--- src/rtl/aes_cbc_pkg.sv ---
// rtl/aes_cbc_pkg.sv - shared widths, state encoding and chaining helper for the AES-128 CBC sequencer
package aes_cbc_pkg;

    localparam int AES_BLK_W   = 128;
    localparam int AES_KEY_W   = 128;
    localparam int AES_LAT_DEF = 10;
    localparam int NBLK_W_DEF  = 16;

    typedef enum logic [1:0] {
        IDLE = 2'd0,
        FEED = 2'd1,
        RUN  = 2'd2,
        EMIT = 2'd3
    } cbc_state_e;

    // CBC input block: plaintext mixed with the previous ciphertext (the IV for block 0)
    function automatic logic [AES_BLK_W-1:0] cbc_mix(
        input logic [AES_BLK_W-1:0] pt,
        input logic [AES_BLK_W-1:0] chain
    );
        return pt ^ chain;
    endfunction

endpackage

--- src/rtl/aes_cbc_ctrl_if.sv ---
// rtl/aes_cbc_ctrl_if.sv - config, plaintext and ciphertext handshakes of the CBC sequencer
interface aes_cbc_ctrl_if #(
    parameter int NBLK_W = 16
) ();
    import aes_cbc_pkg::*;

    logic                 cfg_valid;
    logic                 cfg_ready;
    logic [AES_KEY_W-1:0] cfg_key;
    logic [AES_BLK_W-1:0] cfg_iv;
    logic [NBLK_W-1:0]    cfg_nblk;

    logic                 pt_valid;
    logic                 pt_ready;
    logic [AES_BLK_W-1:0] pt_data;

    logic                 ct_valid;
    logic                 ct_ready;
    logic [AES_BLK_W-1:0] ct_data;
    logic                 ct_last;

    modport master (
        output cfg_valid, cfg_key, cfg_iv, cfg_nblk,
        output pt_valid, pt_data,
        output ct_ready,
        input  cfg_ready, pt_ready,
        input  ct_valid, ct_data, ct_last
    );

    modport slave (
        input  cfg_valid, cfg_key, cfg_iv, cfg_nblk,
        input  pt_valid, pt_data,
        input  ct_ready,
        output cfg_ready, pt_ready,
        output ct_valid, ct_data, ct_last
    );

endinterface

--- src/rtl/aes_lat_timer.sv ---
// rtl/aes_lat_timer.sv - fixed-latency timer that flags the cycle the core result is valid
module aes_lat_timer
    import aes_cbc_pkg::*;
#(
    parameter int AES_LAT = AES_LAT_DEF
) (
    input  logic clk,
    input  logic rst_n,
    input  logic load,
    input  logic clear,
    output logic expire
);

    localparam int               CNT_W = $clog2(AES_LAT + 1);
    localparam logic [CNT_W-1:0] LAT_C = CNT_W'(AES_LAT);

    logic [CNT_W-1:0] cnt_q, cnt_d;
    logic             run_q, run_d;

    // The cycle after load is counted as 1, so expire lands AES_LAT cycles after the load cycle
    assign expire = run_q && (cnt_q == LAT_C);

    // Next count: clear wins, then load, then stop on expiry, else advance while running
    always_comb begin
        cnt_d = cnt_q;
        run_d = run_q;
        if (clear) begin
            run_d = 1'b0;
            cnt_d = '0;
        end else if (load) begin
            run_d = 1'b1;
            cnt_d = CNT_W'(1);
        end else if (expire) begin
            run_d = 1'b0;
            cnt_d = '0;
        end else if (run_q) begin
            cnt_d = cnt_q + CNT_W'(1);
        end
    end

    // Counter registers
    always_ff @(posedge clk) begin
        if (!rst_n) begin
            cnt_q <= '0;
            run_q <= 1'b0;
        end else begin
            cnt_q <= cnt_d;
            run_q <= run_d;
        end
    end

endmodule

--- src/rtl/aes_cbc_ctrl.sv ---
// rtl/aes_cbc_ctrl.sv - multi-block AES-128 CBC sequencer for a shared core; define AES_CBC_CTRL_ABORT_EN for the abort input
module aes_cbc_ctrl
    import aes_cbc_pkg::*;
#(
    parameter int AES_LAT = AES_LAT_DEF,
    parameter int NBLK_W  = NBLK_W_DEF
) (
    input  logic                 clk,
    input  logic                 rst_n,
`ifdef AES_CBC_CTRL_ABORT_EN
    input  logic                 abort,
`endif
    aes_cbc_ctrl_if.slave        bus,
    output logic [AES_BLK_W-1:0] core_state,
    output logic [AES_KEY_W-1:0] core_key,
    output logic                 core_start,
    input  logic [AES_BLK_W-1:0] core_out,
    output logic                 busy,
    output logic                 done
);

    cbc_state_e           state_q, state_d;
    logic [AES_KEY_W-1:0] core_key_q, core_key_d;
    logic [AES_BLK_W-1:0] chain_q, chain_d;
    logic [AES_BLK_W-1:0] core_state_q, core_state_d;
    logic [AES_BLK_W-1:0] ct_data_q, ct_data_d;
    logic [NBLK_W-1:0]    remaining_q, remaining_d;
    logic                 core_start_q, core_start_d;
    logic                 ct_valid_q, ct_valid_d;
    logic                 ct_last_q, ct_last_d;
    logic                 done_q, done_d;

    logic                 lat_load;
    logic                 lat_expire;
    logic                 abort_hit;

`ifdef AES_CBC_CTRL_ABORT_EN
    assign abort_hit = abort && (state_q != IDLE);
`else
    assign abort_hit = 1'b0;
`endif

    aes_lat_timer #(
        .AES_LAT (AES_LAT)
    ) u_lat_timer (
        .clk    (clk),
        .rst_n  (rst_n),
        .load   (lat_load),
        .clear  (abort_hit),
        .expire (lat_expire)
    );

    assign bus.cfg_ready = (state_q == IDLE);
    assign bus.pt_ready  = (state_q == FEED);
    assign bus.ct_valid  = ct_valid_q;
    assign bus.ct_data   = ct_data_q;
    assign bus.ct_last   = ct_last_q;
    assign core_state    = core_state_q;
    assign core_key      = core_key_q;
    assign core_start    = core_start_q;
    assign busy          = (state_q != IDLE);
    assign done          = done_q;

    // Sequencer: one block in flight, next plaintext only accepted once the previous ciphertext has left
    always_comb begin
        state_d      = state_q;
        core_key_d   = core_key_q;
        chain_d      = chain_q;
        core_state_d = core_state_q;
        ct_data_d    = ct_data_q;
        remaining_d  = remaining_q;
        core_start_d = 1'b0;
        ct_valid_d   = ct_valid_q;
        ct_last_d    = ct_last_q;
        done_d       = 1'b0;
        lat_load     = 1'b0;

        case (state_q)
            IDLE: begin
                if (bus.cfg_valid) begin
                    core_key_d  = bus.cfg_key;
                    chain_d     = bus.cfg_iv;
                    remaining_d = bus.cfg_nblk;
                    if (bus.cfg_nblk != '0) begin
                        state_d = FEED;
                    end else begin
                        done_d = 1'b1;
                    end
                end
            end
            FEED: begin
                if (bus.pt_valid) begin
                    core_state_d = cbc_mix(bus.pt_data, chain_q);
                    core_start_d = 1'b1;
                    lat_load     = 1'b1;
                    state_d      = RUN;
                end
            end
            RUN: begin
                if (lat_expire) begin
                    ct_data_d  = core_out;
                    chain_d    = core_out;
                    ct_last_d  = (remaining_q == NBLK_W'(1));
                    ct_valid_d = 1'b1;
                    state_d    = EMIT;
                end
            end
            EMIT: begin
                if (bus.ct_ready) begin
                    remaining_d = remaining_q - NBLK_W'(1);
                    ct_valid_d  = 1'b0;
                    ct_last_d   = 1'b0;
                    if (remaining_q == NBLK_W'(1)) begin
                        state_d = IDLE;
                        done_d  = 1'b1;
                    end else begin
                        state_d = FEED;
                    end
                end
            end
            default: begin
                state_d = IDLE;
            end
        endcase

        // Abort overrides any handshake in the same cycle and drops the in-flight block
        if (abort_hit) begin
            state_d      = IDLE;
            ct_valid_d   = 1'b0;
            ct_last_d    = 1'b0;
            core_start_d = 1'b0;
            lat_load     = 1'b0;
            done_d       = 1'b1;
        end
    end

    // State and datapath registers
    always_ff @(posedge clk) begin
        if (!rst_n) begin
            state_q      <= IDLE;
            core_key_q   <= '0;
            chain_q      <= '0;
            core_state_q <= '0;
            ct_data_q    <= '0;
            remaining_q  <= '0;
            core_start_q <= 1'b0;
            ct_valid_q   <= 1'b0;
            ct_last_q    <= 1'b0;
            done_q       <= 1'b0;
        end else begin
            state_q      <= state_d;
            core_key_q   <= core_key_d;
            chain_q      <= chain_d;
            core_state_q <= core_state_d;
            ct_data_q    <= ct_data_d;
            remaining_q  <= remaining_d;
            core_start_q <= core_start_d;
            ct_valid_q   <= ct_valid_d;
            ct_last_q    <= ct_last_d;
            done_q       <= done_d;
        end
    end

endmodule

--- src/flat_wrapper.sv ---
// flat-port wrapper written by rule: the top's interface ports become plain ports
module aes_cbc_ctrl_flat import aes_cbc_pkg::*;
#(
    parameter int AES_LAT = AES_LAT_DEF,
    parameter int NBLK_W  = NBLK_W_DEF
)
  (clk, rst_n, core_state, core_key, core_start, core_out, busy, done, bus_cfg_valid, bus_cfg_key, bus_cfg_iv, bus_cfg_nblk, bus_pt_valid, bus_pt_data, bus_ct_ready, bus_cfg_ready, bus_pt_ready, bus_ct_valid, bus_ct_data, bus_ct_last);
  aes_cbc_ctrl_if #(.NBLK_W(NBLK_W)) bus_i ();
  input  logic clk;
  input  logic rst_n;
  output logic [AES_BLK_W-1:0] core_state;
  output logic [AES_KEY_W-1:0] core_key;
  output logic core_start;
  input  logic [AES_BLK_W-1:0] core_out;
  output logic busy;
  output logic done;
  input wire logic [$bits(bus_i.cfg_valid)-1:0] bus_cfg_valid;
  input wire logic [$bits(bus_i.cfg_key)-1:0] bus_cfg_key;
  input wire logic [$bits(bus_i.cfg_iv)-1:0] bus_cfg_iv;
  input wire logic [$bits(bus_i.cfg_nblk)-1:0] bus_cfg_nblk;
  input wire logic [$bits(bus_i.pt_valid)-1:0] bus_pt_valid;
  input wire logic [$bits(bus_i.pt_data)-1:0] bus_pt_data;
  input wire logic [$bits(bus_i.ct_ready)-1:0] bus_ct_ready;
  output wire logic [$bits(bus_i.cfg_ready)-1:0] bus_cfg_ready;
  output wire logic [$bits(bus_i.pt_ready)-1:0] bus_pt_ready;
  output wire logic [$bits(bus_i.ct_valid)-1:0] bus_ct_valid;
  output wire logic [$bits(bus_i.ct_data)-1:0] bus_ct_data;
  output wire logic [$bits(bus_i.ct_last)-1:0] bus_ct_last;
  assign bus_i.cfg_valid = bus_cfg_valid;
  assign bus_i.cfg_key = bus_cfg_key;
  assign bus_i.cfg_iv = bus_cfg_iv;
  assign bus_i.cfg_nblk = bus_cfg_nblk;
  assign bus_i.pt_valid = bus_pt_valid;
  assign bus_i.pt_data = bus_pt_data;
  assign bus_i.ct_ready = bus_ct_ready;
  assign bus_cfg_ready = bus_i.cfg_ready;
  assign bus_pt_ready = bus_i.pt_ready;
  assign bus_ct_valid = bus_i.ct_valid;
  assign bus_ct_data = bus_i.ct_data;
  assign bus_ct_last = bus_i.ct_last;
  aes_cbc_ctrl #(.AES_LAT(AES_LAT), .NBLK_W(NBLK_W)) u_core (.clk(clk), .rst_n(rst_n), .bus(bus_i), .core_state(core_state), .core_key(core_key), .core_start(core_start), .core_out(core_out), .busy(busy), .done(done));
endmodule
--- config.mk ---
export PLATFORM = sky130hd
export DESIGN_NAME = aes_cbc_ctrl_flat
export DESIGN_NICKNAME = d
export VERILOG_FILES = /design/src/rtl/aes_cbc_pkg.sv /design/src/rtl/aes_cbc_ctrl_if.sv /design/src/rtl/aes_lat_timer.sv /design/src/rtl/aes_cbc_ctrl.sv /design/src/flat_wrapper.sv
export SDC_FILE = /design/constraint.sdc
export NUM_CORES = 1
export LEC_CHECK = 0
export BUFFER_PORTS_ARGS = -buffer_cell sky130_fd_sc_hd__buf_2
export CAP_MARGIN = 20
export CORE_AREA = 10 10 356 358
export CTS_BUF_LIST = sky130_fd_sc_hd__clkbuf_4 sky130_fd_sc_hd__clkbuf_8 sky130_fd_sc_hd__clkbuf_16
export DETAILED_ROUTE_END_ITERATION = 10
export DIE_AREA = 0 0 366 368
export SYNTH_ARGS = -nofsm -noshare
export SYNTH_HDL_FRONTEND = slang
export SYNTH_HIERARCHICAL = 1
export SYNTH_SLANG_ARGS = --single-unit
--- constraint.sdc ---
create_clock -name clk -period 2.3 [get_ports clk]
set_clock_uncertainty 0.15 [all_clocks]
set_input_delay 0.115 -clock clk [delete_from_list [all_inputs] [get_ports clk]]
set_output_delay 0.115 -clock clk [all_outputs]
set_load 0.01 [all_outputs]
==> impl_metrics.env, run 1 <==
export IMPL_post_drt_wl_per_cell_microns=20.2
export IMPL_via_count=24000
export IMPL_htreeDepth=3
export IMPL_dr_wl_met2_microns=53200
export IMPL_cpPeakStageDelay_ns=0.57
export IMPL_p_int_uw=24500
export IMPL_clock_latency_ns=0.64
export IMPL_drt_iter0_drc=1739
export IMPL_ir_drop_mv=0.632
export IMPL_setup_viol=0
export IMPL_status="completed"
export IMPL_design_area_sq_um=37800
export IMPL_synth_adder_area_share=0.00442
export IMPL_core_area_sq_um=119000
export IMPL_cts_buffers=67
export IMPL_die_area_sq_um=135000
export IMPL_yosys_register_bits=539
export IMPL_path_class="register to register"
export IMPL_synth_warnings=6
export IMPL_crit_buf_inv=4
export IMPL_synth_compound_area_share=0.220
export IMPL_netlist_area_sq_um=22600
export IMPL_r2r_start="u_core/state_q[1]$_SDFFE_PN0P_"
export IMPL_cts_tree="built"
export IMPL_synth_seq_area_share=0.477
export IMPL_rsz0062_at_grt="no"
export IMPL_die_w_microns=366
export IMPL_slowest_stage="dlygate4sd3_1"
export IMPL_synth_edf_count=0
export IMPL_crit_arrival_ns=2.62
export IMPL_route_detailed_drc=0
export IMPL_worst_pin_slew_ns=0.514
export IMPL_grt_max_degree=84
export IMPL_die_y_microns=368
export IMPL_synth_simple_gate_area_frac=0.152
export IMPL_synth_top_family_by_area="compound AO/OA/AOI/OAI gates"
export IMPL_drt_pass1_iter_count=6
export IMPL_start_kind="register"
export IMPL_power_density_nw_per_um2=1000
export IMPL_place_ws_ns=0.0175
export IMPL_dpl_instance_area_sq_um=29800
export IMPL_grt_pass1_vias=24700
export IMPL_ys_flop_type="dfxtp_1"
export IMPL_setup_tns_ns=0
export IMPL_routed_wirelength_microns=113000
export IMPL_dr_wl_met3_microns=9050
export IMPL_grt_pass1_wl_microns=164000
export IMPL_critPathRequiredTime_ns=2.70
export IMPL_postRouteAntennaNets=0
export IMPL_synthCells=2467
export IMPL_clk_pin_slew_worst_paths_ns=0.06
export IMPL_worstReg2RegEnd="u_core/core_key[81]$_SDFFE_PN0P_"
export IMPL_place_inst=4930
export IMPL_hold_class="input port to register"
export IMPL_clockBufferDepth=3
export IMPL_async_flop_share=0
export IMPL_muxShareOfSynthArea=0.0584
export IMPL_crit_family="buffers and inverters"
export IMPL_met1_length_microns=46700
export IMPL_hold_violations=0
export IMPL_rows=127
export IMPL_avgSynthCellArea_sq_um=9.17
export IMPL_reg2reg_depth=8
export IMPL_avgViaCountPerCell=4.27
export IMPL_fin_ws_ns=0.0821
export IMPL_p_seq_frac=0.333
export IMPL_reg2reg_slack_ns=0.08
export IMPL_timing_critical_path_fanout_max=14
export IMPL_drv_slew=0
export IMPL_synth_nets=3008
export IMPL_p_sw_uw=13500
export IMPL_slew_limit_headroom=0.654
export IMPL_p_sw_frac=0.355
export IMPL_p_clk_frac=0.297
export IMPL_synthXorXnorAreaFrac=0.0495
export IMPL_initial_core_util=0.190
export IMPL_final_layout_size_suffix_gt1_frac=0.301
export IMPL_numPortBuffers=923
export IMPL_p_leak_uw=0.0184
export IMPL_grt_overflow_total=0
export IMPL_syn_to_final_growth_pct=67.2
export IMPL_max_clock_freq_mhz=451
export IMPL_final_cells=5608
export IMPL_critical_path_cell_chain="inv_1 -> ha_2 -> buf_6 -> and2_4 -> buf_6 -> nand2_1 -> a21boi_0 -> dlygate4sd3_1"
export IMPL_endpoint_kind="register"
export IMPL_combPwrFrac=0.370
export IMPL_clock_sinks=539
export IMPL_dpl_hpwl_microns=83200
export IMPL_startpoint="u_core/state_q[1]$_SDFFE_PN0P_"
export IMPL_critPathMostFrequentCell="buf_6"
export IMPL_path_depth=8
export IMPL_io_pins=924
export IMPL_top_layer_used="met5"
export IMPL_nets=4473
export IMPL_globalRouteTotalUtil=0.157
export IMPL_maxCapViolCount=0
export IMPL_synthDistinctLibCells=59
export IMPL_period_minus_slack_ns=2.22
export IMPL_antenna_found_initial=25
export IMPL_post_route_period_util=0.964
export IMPL_clockRootBuffer="clkbuf_16"
export IMPL_hp_start="core_out[105]"
export IMPL_crit_path_end="u_core/core_key[81]$_SDFFE_PN0P_"
export IMPL_place_congestion=0.937
==> per-layer routing <==
layer,up-vias,track usage
li1,11300,-
met1,11400,0.187
met2,1029,0.265
met3,222,0.0484
met4,14,0.0554
met5,-,0
==> cells in the mapped netlist, types with 5 or more instances <==
cell type | instances | area share
nand2_1 | 792 | 0.13
dfxtp_1 | 539 | 0.48
a21boi_0 | 259 | 0.086
o211a_1 | 257 | 0.11
clkbuf_1 | 141 | 0.023
mux2i_1 | 131 | 0.058
xnor2_1 | 128 | 0.050
buf_2 | 46 | 0.010
o21ai_0 | 16 | 0.0035
a21oi_1 | 13 | 0.0029
nor2_1 | 13 | 0.0022
inv_1 | 10 | 0.0017
ha_1 | 8 | 0.0044
nand2b_1 | 8 | 0.0022
buf_1 | 7 | 0.0012
nor4_1 | 7 | 0.0019
nor3_1 | 6 | 0.0013
and2_1 | 5 | 0.0014
nor2b_1 | 5 | 0.0014
o31a_1 | 5 | 0.0019
==> registers in the layout, summed over array words and instances (netlist names), 2 cells and up <==
| name | flops |
|---|---|
| u_core/state_q | 2 |
| u_core/core_key | 128 |
| u_core/bus.ct_data | 128 |
| u_core/chain_q | 128 |
| u_core/u_lat_timer/cnt_q | 4 |
| u_core/core_state | 128 |
| u_core/remaining_q | 16 |
==> worst reg2reg max path, cell delays in order, from the launching register on <==
cell and delay [ns]:
dfxtp_1 0.34, inv_1 0.09, ha_2 0.20, buf_6 0.17, and2_4 0.24, buf_6 0.18
nand2_1 0.07, a21boi_0 0.14, dlygate4sd3_1 0.57
==> metrics by stage <==
step                      utilization  power (uW)  hold WS, ns
after floorplan                     -       19900        0.110
after global placement          0.249       25000        0.215
after detailed placement        0.250       25200        0.220
after CTS                       0.315       37500       0.0621
after global routing            0.317       40000       0.0990
final                           0.317       38000        0.148
==> layout make-up <==
| cell class | count | area [sq um] |
|---|---|---|
| diodes | 13 | 32.5 |
| clock buffers | 90 | 1920 |
| clock inverters | 30 | 470 |
| fillers | 12200 | 81500 |
| inverters | 10 | 37.5 |
| multi-input cells | 1721 | 11100 |
| flip-flops and latches | 539 | 10800 |
| well taps | 1612 | 2020 |
| repair buffers | 1593 | 11500 |
==> cell families (layout without fill, tap and decap cells) <==
group,after synthesis,after routing
muxes,132,132
xor gates and xnor gates,128,128
adders and majority gates,8,8
and+or+nand+nor,866,867
AOI/OAI and AO/OA,585,585
DFF,539,539
other,1,14
buffers and inverters,208,1723
==> placed cells by master (no fill, tap or decap), drive strengths merged, types with 14 or more instances in the layout <==
| master | synthesis | layout |
|---|---|---|
| a21oi | 14 | 14 |
| nand2 | 792 | 792 |
| o21ai | 17 | 17 |
| clkinv | 0 | 16 |
| dlygate4sd3 | 0 | 537 |
| clkbuf | 141 | 94 |
| xnor2 | 128 | 128 |
| inv | 10 | 14 |
| mux2i | 131 | 131 |
| o211a | 258 | 258 |
| a21boi | 263 | 263 |
| buf | 57 | 1052 |
| dfxtp | 539 | 539 |
==> power groups by stage <==
stage	clock network [uW]	registers, uW	logic (uW)
3_3_place_gp	0	12800	12200
2_1_floorplan	0	12900	7060
4_1_cts	11600	12600	13200
5_1_grt	12000	12900	15100
6_report	11300	12700	14000
3_5_place_dp	0	12800	12400
==> worst min path at each step <==
stage / cells past startpoint / endpoint / slack (ns)
after floorplan: 2 / u_core/bus.ct_data[100]$_SDFFE_PN0P_ / 0.11
after global placement: 3 / u_core/core_key[121]$_SDFFE_PN0P_ / 0.21
after detailed placement: 3 / u_core/core_key[3]$_SDFFE_PN0P_ / 0.22
after CTS: 4 / u_core/bus.ct_data[30]$_SDFFE_PN0P_ / 0.06
after global routing: 4 / u_core/bus.ct_data[27]$_SDFFE_PN0P_ / 0.1
final: 4 / u_core/bus.ct_data[105]$_SDFFE_PN0P_ / 0.15
==> repair_timing <==
action,in CTS,in global routing
buffers inserted,0,3
endpoints found under the setup margin,0,112
endpoints found under the hold margin,537,0
gates resized for setup,0,29
hold buffers,537,0
Note: power is estimated with default switching activity, not from simulation.
==> inputs of run 2 (changes only) <==
- ABC_AREA: not set -> 1
- CORE_AREA: 10 10 356 358 -> 10 10 351 353
- DIE_AREA: 0 0 366 368 -> 0 0 361 363
==> impl_metrics.env, run 2 <==
export IMPL_synthCells=2806
export IMPL_dpl_instance_area_sq_um=28200
export IMPL_r2r_start="u_core/u_lat_timer/cnt_q[0]$_SDFFE_PP0P_"
export IMPL_p_leak_uw=0.0166
export IMPL_yosys_register_bits=539
export IMPL_post_route_period_util=0.960
export IMPL_synth_adder_area_share=0.00467
export IMPL_grt_pass1_vias=25400
export IMPL_crit_arrival_ns=2.56
export IMPL_start_kind="register"
export IMPL_place_inst=5157
export IMPL_drv_slew=0
export IMPL_endpoint_kind="register"
export IMPL_async_flop_share=0
export IMPL_cpPeakStageDelay_ns=0.59
export IMPL_nets=4810
export IMPL_timing_critical_path_fanout_max=25
export IMPL_synth_warnings=6
export IMPL_synth_compound_area_share=0.222
export IMPL_ys_flop_type="dfxtp_1"
export IMPL_clock_sinks=539
export IMPL_path_class="register to register"
export IMPL_layout_commonest_cell="buf_2"
export IMPL_clockRootBuffer="clkbuf_16"
export IMPL_yosysMostFrequentCell="nor2_1"
export IMPL_place_congestion=0.921
export IMPL_postRouteAntennaNets=0
export IMPL_setup_tns_ns=0
export IMPL_drt_pass1_iter_count=6
export IMPL_grt_pass1_wl_microns=174000
export IMPL_period_minus_slack_ns=2.21
export IMPL_hp_start="bus_cfg_key[116]"
export IMPL_startpoint="u_core/u_lat_timer/cnt_q[0]$_SDFFE_PP0P_"
export IMPL_hold_class="input port to register"
export IMPL_final_layout_size_suffix_gt1_frac=0.272
export IMPL_avgSynthCellArea_sq_um=7.64
export IMPL_initial_core_util=0.185
export IMPL_finalPower_uw=38400
export IMPL_power_density_nw_per_um2=1060
export IMPL_final_cells=5855
export IMPL_synth_top_family_by_area="compound AO/OA/AOI/OAI gates"
export IMPL_max_clock_freq_mhz=453
export IMPL_post_drt_wl_per_cell_microns=21.3
export IMPL_antenna_found_initial=43
export IMPL_die_y_microns=363
export IMPL_setup_viol=0
export IMPL_cts_tree="built"
export IMPL_rows=125
export IMPL_synthXorXnorAreaFrac=0.0527
export IMPL_maxCapViolCount=0
export IMPL_htreeDepth=3
export IMPL_muxShareOfSynthArea=0
export IMPL_ir_drop_mv=0.541
export IMPL_critPathRequiredTime_ns=2.65
export IMPL_die_area_sq_um=131000
export IMPL_grt_max_degree=101
export IMPL_layout_common_cells="buf_2 (922), nor2_1 (684), dlygate4sd3_1 (559), dfxtp_1 (536), o21ai_0 (504)"
export IMPL_design_area_sq_um=36300
export IMPL_route_detailed_drc=0
export IMPL_grt_overflow_total=0
export IMPL_avgViaCountPerCell=4.37
export IMPL_synth_nets=3347
export IMPL_synth_area_leaders="dfxtp_1 (50%), o21ai_0 (12%), nor2_1 (12%)"
export IMPL_numPortBuffers=923
export IMPL_drt_iter0_drc=2025
export IMPL_netlist_area_sq_um=21400
export IMPL_status="completed"
export IMPL_core_area_sq_um=116000
export IMPL_synth_common_cells="nor2_1 (684), dfxtp_1 (539), o21ai_0 (519), a21oi_1 (407), inv_1 (159)"
export IMPL_yosysTopAreaCell="dfxtp_1"
export IMPL_fin_hold_ws_ns=0.149
export IMPL_hold_violations=0
export IMPL_synth_simple_gate_area_frac=0.145
export IMPL_clk_pin_slew_worst_paths_ns=0.06
export IMPL_critical_path_cell_chain="inv_1 -> ha_2 -> nand4_1 -> inv_2 -> nand2_8 -> buf_12 -> o21ai_1 -> dlygate4sd3_1 -> nor2_1"
export IMPL_yosysTopAreaCellShare=0.503
export IMPL_synth_edf_count=0
export IMPL_cts_buffers=68
export IMPL_via_count=25600
export IMPL_synth_seq_area_share=0.503
export IMPL_dpl_hpwl_microns=94700
export IMPL_slowest_stage="dlygate4sd3_1"
export IMPL_routed_wirelength_microns=125000
export IMPL_clock_latency_ns=0.61
export IMPL_clockBufferDepth=3
export IMPL_slew_limit_headroom=0.549
export IMPL_worst_pin_slew_ns=0.672
export IMPL_synthDistinctLibCells=31
export IMPL_die_w_microns=361
export IMPL_globalRouteTotalUtil=0.177
export IMPL_syn_to_final_growth_pct=69.5
export IMPL_io_pins=924
[run 2: changes by cell type after synthesis, sizes merged, moves of 30 or more]
cell / before / now
nand2: 792 / 103
nor2: 13 / 685
o21ai: 17 / 529
a21oi: 14 / 408
a21boi: 263 / 0
o211a: 258 / 0
inv: 10 / 163
mux2i: 131 / 0
buf: 57 / 94
clkbuf: 141 / 111
[run 2: kinds of logic (layout without fill, tap and decap cells)]
group                      Yosys count  after routing
AOI/OAI and AO/OA                  945            945
other                                1             17
DFF                                539            539
xor gates and xnor gates           129            129
adders and majority gates            8              8
and+or+nand+nor                    815            815
buffers and inverters              369           1878
[run 2: what timing repair did]
| action | CTS | global route |
|---|---|---|
| hold endpoints to repair | 538 | 0 |
| endpoints found under the setup margin | 0 | 74 |
| gates resized for setup | 0 | 28 |
| setup buffers | 0 | 5 |
| hold buffers | 559 | 0 |
[run 2: worst paths after layout]
kind         depth (start not counted)  slack (ns)                                   end
max reg2reg                          9        0.09  u_core/bus.ct_data[100]$_SDFFE_PN0P_
max                                  9        0.09  u_core/bus.ct_data[100]$_SDFFE_PN0P_
min                                  4        0.15     u_core/core_key[116]$_SDFFE_PN0P_
min reg2reg                          2        0.33    u_core/bus.ct_data[7]$_SDFFE_PN0P_
[run 2: layer usage]
layer / GRT usage / part of all wire / vias up
li1: - / - / 12100
met1: 0.201 / 0.38 / 11800
met2: 0.296 / 0.47 / 1274
met3: 0.0592 / 0.091 / 332
met4: 0.0881 / 0.055 / 50
met5: 0 / 0.0026 / -
[run 2: worst max-delay path, delay by kind of cell (launching register included)]
kind,cells,cell delay (ns)
and+or+nand+nor,3,0.23
buffers and inverters,4,0.96
adders and majority gates,1,0.18
AOI/OAI and AO/OA,1,0.18
DFF,1,0.33
[run 2: layout make-up]
cell class	instances	area, sq um
clock inverters	19	294
well taps	1524	1910
clock buffers	97	2050
repair buffers	1598	11400
diodes	16	40.0
fillers	12100	79600
multi-input cells	1898	9150
flip-flops and latches	539	10800
inverters	164	661
[run 2: report_power, final]
| group | switching (uW) | internal [uW] | leakage, uW |
|---|---|---|---|
| clock | 4370 | 6890 | 0.00116 |
| combinational | 8580 | 5490 | 0.0110 |
| sequential | 1460 | 11600 | 0.00442 |
| total | 14400 | 24000 | 0.0166 |
[run 2: per-stage QoR]
stage          utilization  setup WS (ns)
6_report             0.314         0.0914
5_1_grt              0.313       -0.00242
4_1_cts              0.312        0.00951
3_5_place_dp         0.243          0.121
3_3_place_gp         0.243          0.144
2_1_floorplan            -          0.579
==> inputs of run 3 (changes only) <==
- CORE_AREA: 10 10 351 353 -> 10 10 352 354
- DIE_AREA: 0 0 361 363 -> 0 0 362 364
==> impl_metrics.env, run 3 (synthesis gave the netlist of run 2 again) <==
export IMPL_drt_iter0_drc=2138
export IMPL_rows=126
export IMPL_p_clk_frac=0.294
export IMPL_layout_common_cells="buf_2 (922), nor2_1 (684), dlygate4sd3_1 (558), dfxtp_1 (538), o21ai_0 (517)"
export IMPL_place_congestion=0.934
export IMPL_status="completed"
export IMPL_reg2reg_slack_ns=0.08
export IMPL_clock_latency_ns=0.62
export IMPL_core_area_sq_um=117000
export IMPL_ir_drop_mv=0.622
export IMPL_final_layout_size_suffix_gt1_frac=0.269
export IMPL_start_kind="register"
export IMPL_drv_slew=0
export IMPL_p_leak_uw=0.0165
export IMPL_fin_ws_ns=0.0826
export IMPL_antenna_found_initial=42
export IMPL_via_count=25400
export IMPL_hold_class="input port to register"
export IMPL_slew_limit_headroom=0.642
export IMPL_htreeDepth=3
export IMPL_hold_violations=0
export IMPL_clock_sinks=539
export IMPL_endpoint_kind="register"
export IMPL_nets=4785
export IMPL_p_sw_uw=14300
export IMPL_die_y_microns=364
export IMPL_period_minus_slack_ns=2.22
export IMPL_grt_pass1_vias=25000
export IMPL_clk_pin_slew_worst_paths_ns=0.06
export IMPL_combPwrFrac=0.367
export IMPL_initial_core_util=0.183
export IMPL_path_class="register to register"
export IMPL_clockRootBuffer="clkbuf_16"
export IMPL_drt_pass1_iter_count=5
export IMPL_layout_commonest_cell="buf_2"
export IMPL_maxCapViolCount=0
export IMPL_max_clock_freq_mhz=451
export IMPL_die_area_sq_um=132000
export IMPL_routed_wirelength_microns=121000
export IMPL_rsz0062_at_grt="no"
export IMPL_cts_buffers=67
export IMPL_p_int_uw=23800
export IMPL_route_detailed_drc=0
export IMPL_io_pins=924
export IMPL_grt_pass1_wl_microns=170000
export IMPL_setup_tns_ns=0
export IMPL_grt_overflow_total=0
export IMPL_crit_arrival_ns=2.59
export IMPL_p_seq_frac=0.340
export IMPL_post_route_period_util=0.964
export IMPL_fillers=12200
export IMPL_avgViaCountPerCell=4.34
export IMPL_syn_to_final_growth_pct=68.5
export IMPL_p_sw_frac=0.376
export IMPL_timing_critical_path_fanout_max=26
export IMPL_postRouteAntennaNets=0
export IMPL_cts_tree="built"
export IMPL_critPathRequiredTime_ns=2.67
export IMPL_worst_pin_slew_ns=0.532
export IMPL_place_ws_ns=0.175
export IMPL_globalRouteTotalUtil=0.171
export IMPL_setup_viol=0
export IMPL_grt_max_degree=91
export IMPL_power_density_nw_per_um2=1060
export IMPL_clockBufferDepth=3
export IMPL_numPortBuffers=923
export IMPL_die_w_microns=362
export IMPL_dpl_hpwl_microns=91200
export IMPL_post_drt_wl_per_cell_microns=20.8
[run 3: path summary, 6_finish.rpt]
check | start | end | cells past startpoint
hold reg to reg | u_core/bus.ct_data[2]$_SDFFE_PN0P_ | u_core/bus.ct_data[2]$_SDFFE_PN0P_ | 2
hold / removal | bus_cfg_key[66] | u_core/core_key[66]$_SDFFE_PN0P_ | 4
setup reg to reg | u_core/u_lat_timer/cnt_q[0]$_SDFFE_PP0P_ | u_core/bus.ct_data[38]$_SDFFE_PN0P_ | 9
setup / recovery | u_core/u_lat_timer/cnt_q[0]$_SDFFE_PP0P_ | u_core/bus.ct_data[38]$_SDFFE_PN0P_ | 9
[run 3: power groups by stage]
stage	clock network, uW	registers, uW	logic, uW
2_1_floorplan	0	13400	6920
4_1_cts	11500	12900	13900
3_5_place_dp	0	13100	13000
3_3_place_gp	0	13100	12800
5_1_grt	11900	13200	15300
6_report	11200	13000	14000
[run 3: final cells by class]
type / count / area, sq um / share of cell area
sequential: 539 / 10800 / 0.299
tap: 1536 / 1920 / 0.0532
multi-input combinational: 1898 / 9140 / 0.253
clock buffer: 98 / 2040 / 0.0564
clock inverter: 23 / 295 / 0.00817
timing repair buffer: 1574 / 11300 / 0.312
inverter: 164 / 638 / 0.0177
antenna: 16 / 40.0 / 0.00111
[run 3: repair_timing]
item	CTS	global route
setup buffers	0	2
endpoints found under the hold margin	539	0
hold buffers	558	0
gates resized for setup	0	8
setup endpoints to repair	0	31
[run 3: stage by stage]
step / hold slack, ns / cell area, sq um / total power, uW / std cells / util
2_1_floorplan: 0.109 / 21400 / 20300 / 2806 / -
3_3_place_gp: 0.214 / 28100 / 25900 / 5150 / 0.240
3_5_place_dp: 0.221 / 28100 / 26100 / 5150 / 0.240
4_1_cts: 0.0815 / 36000 / 38400 / 5829 / 0.307
5_1_grt: 0.143 / 36100 / 40400 / 5840 / 0.308
6_report: 0.161 / 36100 / 38200 / 5848 / 0.309
[run 3: critical path, cell delays in order (launching register included)]
cell and delay (ns):
dfxtp_1 0.33, inv_1 0.09, ha_1 0.17, nand4_1 0.14, inv_2 0.11, nand2_4 0.09
buf_16 0.19, o21ai_0 0.21, dlygate4sd3_1 0.60, nor2_1 0.04
[run 3: per-layer routing]
layer / wire length (microns) / global-route usage / up-vias
met2: 57100 / 0.285 / 1297
met3: 11500 / 0.0607 / 324
li1: - / - / 12100
met4: 5840 / 0.0809 / 40
met1: 46800 / 0.194 / 11600
met5: 241 / 0 / -
